### src/rtl/wptr_full_level.sv
// Write-side pointer/status block for an asynchronous FIFO: binary and Gray write
// pointers, RAM write address, full, almost-full, fill level, sticky overflow and write ack.
module wptr_full_level #(
  parameter int ADDRSIZE = 4
) (
  input  logic                i_wclk,
  input  logic                i_wrst_n,
  input  logic                i_w_en,
  input  logic [ADDRSIZE:0]   i_rptr_sync,
  input  logic [ADDRSIZE:0]   i_afull_thresh,
  input  logic                i_clr_ovf,
  output logic [ADDRSIZE-1:0] o_waddr,
  output logic [ADDRSIZE:0]   o_wptr,
  output logic                o_wfull_flag,
  output logic                o_wafull_flag,
  output logic [ADDRSIZE:0]   o_wlevel,
  output logic                o_wovf,
  output logic                o_wack
);

  logic [ADDRSIZE:0] wbin_q, wbin_d;
  logic [ADDRSIZE:0] wgray_q, wgray_d;
  logic [ADDRSIZE:0] level_q, level_d;
  logic [ADDRSIZE:0] rbin_sync;
  logic [ADDRSIZE:0] rgray_full;
  logic              full_q, full_d;
  logic              afull_q, afull_d;
  logic              ovf_q, ovf_d;
  logic              wack_q, wack_d;
  logic              accept;
  logic              ovf_attempt;

  assign accept      = i_w_en & ~full_q;
  assign ovf_attempt = i_w_en & full_q;

  // Full when the write pointer is one lap ahead: top two Gray bits inverted, rest equal.
  assign rgray_full = {~i_rptr_sync[ADDRSIZE:ADDRSIZE-1], i_rptr_sync[ADDRSIZE-2:0]};

  always_comb begin
    rbin_sync = '0;
    for (int k = 0; k <= ADDRSIZE; k++) begin
      rbin_sync[k] = ^(i_rptr_sync >> k);
    end
  end

  always_comb begin
    wbin_d  = wbin_q + {{ADDRSIZE{1'b0}}, accept};
    wgray_d = (wbin_d >> 1) ^ wbin_d;
    full_d  = (wgray_d == rgray_full);
    // Synchronised read pointer lags, so this level only ever over-reports.
    level_d = wbin_d - rbin_sync;
    afull_d = (level_d >= i_afull_thresh);
    wack_d  = accept;
    ovf_d   = ovf_q;
    if (ovf_attempt) begin
      ovf_d = 1'b1;
    end else if (i_clr_ovf) begin
      ovf_d = 1'b0;
    end
  end

  always_ff @(posedge i_wclk or negedge i_wrst_n) begin
    if (!i_wrst_n) begin
      wbin_q  <= '0;
      wgray_q <= '0;
      level_q <= '0;
      full_q  <= 1'b0;
      afull_q <= 1'b0;
      ovf_q   <= 1'b0;
      wack_q  <= 1'b0;
    end else begin
      wbin_q  <= wbin_d;
      wgray_q <= wgray_d;
      level_q <= level_d;
      full_q  <= full_d;
      afull_q <= afull_d;
      ovf_q   <= ovf_d;
      wack_q  <= wack_d;
    end
  end

  assign o_waddr       = wbin_q[ADDRSIZE-1:0];
  assign o_wptr        = wgray_q;
  assign o_wfull_flag  = full_q;
  assign o_wafull_flag = afull_q;
  assign o_wlevel      = level_q;
  assign o_wovf        = ovf_q;
  assign o_wack        = wack_q;

endmodule

### config.mk
export PLATFORM = sky130hd
export DESIGN_NAME = wptr_full_level
export DESIGN_NICKNAME = d
export VERILOG_FILES = /design/src/rtl/wptr_full_level.sv
export SDC_FILE = /design/constraint.sdc
export NUM_CORES = 1
export LEC_CHECK = 0
export ABC_CLOCK_PERIOD_IN_PS = 3500
export CORE_UTILIZATION = 44
export CTS_CLUSTER_DIAMETER = 30
export DETAILED_ROUTE_END_ITERATION = 12
export PLACE_DENSITY = 0.74
export SLEW_MARGIN = 30
export SYNTH_ARGS = -nofsm -noshare
export SYNTH_HDL_FRONTEND = slang
export SYNTH_SLANG_ARGS = --single-unit
### constraint.sdc
create_clock -name i_wclk -period 3.5 [get_ports i_wclk]
set_input_delay 0.7 -clock i_wclk [delete_from_list [all_inputs] [get_ports i_wclk]]
set_output_delay 0.7 -clock i_wclk [all_outputs]
set_load 0.005 [all_outputs]
# Yosys cells after proc, flatten, opt, wreduce, memory -nomap -nowiden
# Index checks and enable logic that the tools add are counted.
[op_classes]
n_eq_ne = 1
n_bitwise = 5
reduce_logical = 6
add_sub_neg = 2
mux = 2
n_lt_le_gt_ge = 1
[op_table]
columns = ["operator", "count"]
rows = [
  ["$reduce_xor A5 Y1", 5],
  ["$add A5 B1 Y5", 1],
  ["$eq A5 B5 Y1", 1],
  ["$ge A5 B5 Y1", 1],
  ["$sub A5 B5 Y5", 1],
  ["$xor A4 B5 Y5", 1],
  ["$and A1 B1 Y1", 2],
  ["$mux W1", 2],
  ["$not A2 Y2", 1],
  ["$reduce_bool A2 Y1", 1],
  ["$not A1 Y1", 1],
]
[totals]
ff_bits = 19
word_cells = 24
input_bits = 14
out_inout_bits = 18

# Longest topological paths before layout
# Gate-level depths: netlist of run 1.
[depth]
depth_word = 5
ltp_mapped = 12
ltp_nobuf = 12

# Worst setup path after synthesis of run 1
# No wires, ideal clock.
[synth_path]
path_kind = "input port to flip-flop"
from = "input i_rptr_sync[4]"
to = "register afull_q, in the netlist o_wafull_flag"
setup_time_ns = 0.118
path_stages = 12
arrival_ns = 3.154
t_required_ns = 3.382
path_buffers = 0
path_slack_ns = 0.228
cell_sequence = "xnor2_1 xor2_1 xor2_1 xnor2_1 ha_1 fa_1 inv_1 ha_1 a21o_1 a21o_1 a21o_1 a21o_1"
[synth_via]
elab_chain_cells = 3
elab_cells_between_ends = 7
classes_between = "1 x add/sub; 1 x order compare; 5 x reduce/logical"
[synth_lines]
columns = ["element", "line", "text"]
rows = [
  ["from (decl)", "9", "input logic [ADDRSIZE:0] i_rptr_sync,"],
  ["$reduce_xor A5 Y1", "42", "rbin_sync[k] = ^(i_rptr_sync >> k);"],
  ["$sub A5 B5 Y5 (*)", "51", "level_d = wbin_d - rbin_sync;"],
  ["net level_d[1]", "23", "logic [ADDRSIZE:0] level_q, level_d;"],
  ["$ge A5 B5 Y1 (*)", "52", "afull_d = (level_d >= i_afull_thresh);"],
  ["net afull_d", "27", "logic afull_q, afull_d;"],
  ["to (signal assigned)", "76", "afull_q <= afull_d;"],
  ["to (decl)", "27", ""],
]
# Mark *: on every way through the listed nets, which the timed path passes. The rest lies on a longest branch.
# A chain may end at the register's enable or synchronous reset.

# Final worst setup path of run 1
[layout_path]
from = "input i_rptr_sync[2]"
to = "register afull_q, in the netlist o_wafull_flag"
# The elaborated chain is that of the path after synthesis.

==> results of run 1 <==
[synthesized netlist by cell type]
cell	number	share of area
xor2_2	1	0.017
and3_2	1	0.0078
a21o_1	4	0.031
ha_1	10	0.13
or3_1	1	0.0065
nand3_1	2	0.010
nand2b_1	1	0.0065
o21ai_0	1	0.0052
xor2_1	7	0.064
fa_1	1	0.021
dfrtp_1	18	0.47
nand2_1	1	0.0039
a221oi_1	2	0.018
nor2b_1	3	0.020
and3b_1	1	0.0091
a2111oi_2	1	0.016
xnor2_1	13	0.12
inv_1	12	0.047
[state kept, by name, indices dropped and copies added (netlist names)]
register and cells:
wbin_q 5, o_wack 1, o_wptr 4, o_wlevel 5
o_wafull_flag 1, o_wfull_flag 1, o_wovf 1
[power groups by stage]
stage / Combinational, W / Clock, W / Sequential [W]
after floorplan: 0.000578 / 0 / 0.000385
after global placement: 0.000952 / 0 / 0.000371
after detailed placement: 0.000981 / 0 / 0.000375
after CTS: 0.000992 / 0.000132 / 0.000372
after global routing: 0.00110 / 0.000140 / 0.000382
final: 0.000982 / 0.000127 / 0.000370
[worst max-delay path: stages]
cell and delay (ns):
clkdlybuf4s50_1 0.53, xor2_2 0.18, xor2_1 0.24, xnor2_1 0.10
ha_1 0.22, fa_1 0.48, inv_1 0.05, ha_1 0.27
a21o_1 0.16, a21o_1 0.17, a21o_1 0.17, a21o_1 0.17
[cell type report]
cell class / instances / area, um^2 / area share
Multi-Input combinational cell: 50 / 480 / 0.336
Sequential cell: 18 / 450 / 0.315
Timing Repair Buffer: 40 / 383 / 0.268
Inverter: 12 / 45.0 / 0.0315
Clock buffer: 4 / 36.3 / 0.0254
Tap cell: 27 / 33.8 / 0.0236
[kinds of logic (layout without fill, tap and decap cells)]
logic type               count (synthesis)  in the layout  share of synthesized area
XOR/XNOR                                21             21                      0.199
flip-flops                              18             18                      0.469
buffers and inverters                   12             56                     0.0469
adder cells (fa/ha/maj)                 11             11                      0.151
AND/OR/NAND/NOR                         10             10                     0.0638
AO/OA/AOI/OAI                            8              8                     0.0703
[routing by layer]
| layer | part of all wire | vias to the layer above | routed length, um | GRT usage |
|---|---|---|---|---|
| met1 | 0.42 | 333 | 738 | 0.185 |
| met4 | 0.0074 | 0 | 13 | 0.0588 |
| met5 | 0 | - | 0 | 0 |
| met2 | 0.54 | 20 | 945 | 0.322 |
| li1 | - | 343 | - | - |
| met3 | 0.035 | 2 | 61 | 0.0283 |
[metrics by stage]
step	utilization	power, W
3_5_place_dp	0.682	0.00136
4_1_cts	0.704	0.00150
3_3_place_gp	0.682	0.00132
6_report	0.714	0.00148
2_1_floorplan	-	0.000963
5_1_grt	0.714	0.00162
[how the worst min path moves through the flow]
stage                  from      to  slack, ns
3_3_place_gp   o_wfull_flag  o_wack       0.49
3_5_place_dp   o_wfull_flag  o_wack       0.50
4_1_cts        o_wfull_flag  o_wack       0.52
2_1_floorplan      i_wrst_n  o_wack       0.40
6_report       o_wfull_flag  o_wack       0.52
5_1_grt        o_wfull_flag  o_wack       0.55
[layout by cell type (no fill, tap or decap), drive strengths merged]
cell           instances
a2111oi                1
a21o                   4
a221oi                 2
and3                   1
and3b                  1
buf                    9
clkbuf                 4
clkdlybuf4s50         29
dfrtp                 18
dlymetal6s2s           2
fa                     1
ha                    10
inv                   12
nand2                  1
nand2b                 1
nand3                  2
nor2b                  3
o21ai                  1
or3                    1
xnor2                 13
xor2                   8
[timing repair]
| action | in CTS | in global routing |
|---|---|---|
| gates resized for setup | 0 | 4 |
| buffers inserted | 1 | 0 |
| pin swaps | 1 | 3 |
| setup endpoints to repair | 1 | 1 |
==> out/results.ini, run 1 <==
[pwr]
p_int_w = 0.000931
p_sw_w = 0.000548
irDropWorstVdd_v = 0.000567
p_leak_nw = 0.692
p_per_area_nw_per_um2 = 1030
seqPwrFrac = 0.250
swShare = 0.371
comb_power_share = 0.664
p_clk_frac = 0.086

[routing]
first_iter_violations = 1
via_per_inst = 4.62
route.detailed.drc = 0
dr.pass1.iters = 4
wl_per_cell_um = 11.6
antenna_left = 0
vias = 698
wl_um = 1760

[global_routing]
grt_start_max_net_pins = 19
grt_pass1_vias = 736
grt_overflow = 0
grt_pass1_wl_um = 3020
grt_util_all_layers = 0.169
grt_antenna_before_repair = 0

[logic_synthesis]
ys_seq_area_frac = 0.469
synth_area_per_cell_um2 = 12.0
synth_seq_cells = 18
ys_warn_count = 0
synthCells = 80
syn_nets = 105
netlist_area_um2 = 961
synth_cell_type_count = 18

[timing]
finClkSkew_ns = 0.00785
slew_headroom = 0.475
worst_slack_ns = 0.274
setup_violations = 0
rsz0062_at_grt = no
finalHoldViolCount = 0
finalMaxSlewViolations = 0
period_needed_ns = 3.23
whs_ns = 0.516
tns_ns = 0
worst_pin_slew_ns = 0.785
fin_crit_sh = 0.922
max_freq_mhz = 310

[floorplan]
die_area_um2 = 2370
die_w_um = 48.7
core_area_um2 = 2000
ios = 32
fp-row-count = 16
initial_core_util = 0.480
fp.dieH_um = 48.7

[layout]
fin_cells = 151
n_fill_cell = 153
stdcell_area_um2 = 1430
num-nets-final = 150
area_delta_synth_final_pct = 48.7
insertedDiodeCount = 0
drive_above_1_share = 0.145

[placement]
dp_hpwl_um = 1430
numPortBuffers = 31
placed_area_um2 = 1370
finalWeightedCongestion = 0.718
dp_slack_ns = -0.347
dp_cells = 146

[cts]
cts.clk_slew.worst_paths_ns = 0.11
root_buffer = clkbuf_4
clockBufferDepth = 2
clock_latency_ns = 0.29
cts-buffers-inserted = 3
cts_tree = built
postCtsHoldBufs = 0
clock-sinks = 18
htree_levels = 1

[setup_path]
r2r_start = wbin_q[0]
ff2ff_path_depth = 10
startpoint_type = input pin
crit_required_ns = 3.69
critPathCaptureType = register
cp.arrival_ns = 3.41
criticalPathCategory = in2reg
r2r_slack_ns = 0.85
worst_r2r_endpoint = o_wafull_flag
crit_fanout = 2
cp-startpoint = i_rptr_sync[2]
endpoint = o_wafull_flag

[worst_hold_path]
hold_class = reg2reg
whs_path_depth = 1

[status]
status = completed

[flow_run]
cap_violations = 0

No activity file was read; power rests on OpenSTA's default activity.
==> inputs of run 2 (changes only) <==
Settings changed: CAP_MARGIN from default to 20.
==> results of run 2 <==
No change in the layout: final DEF, timing and power equal those of run 1.
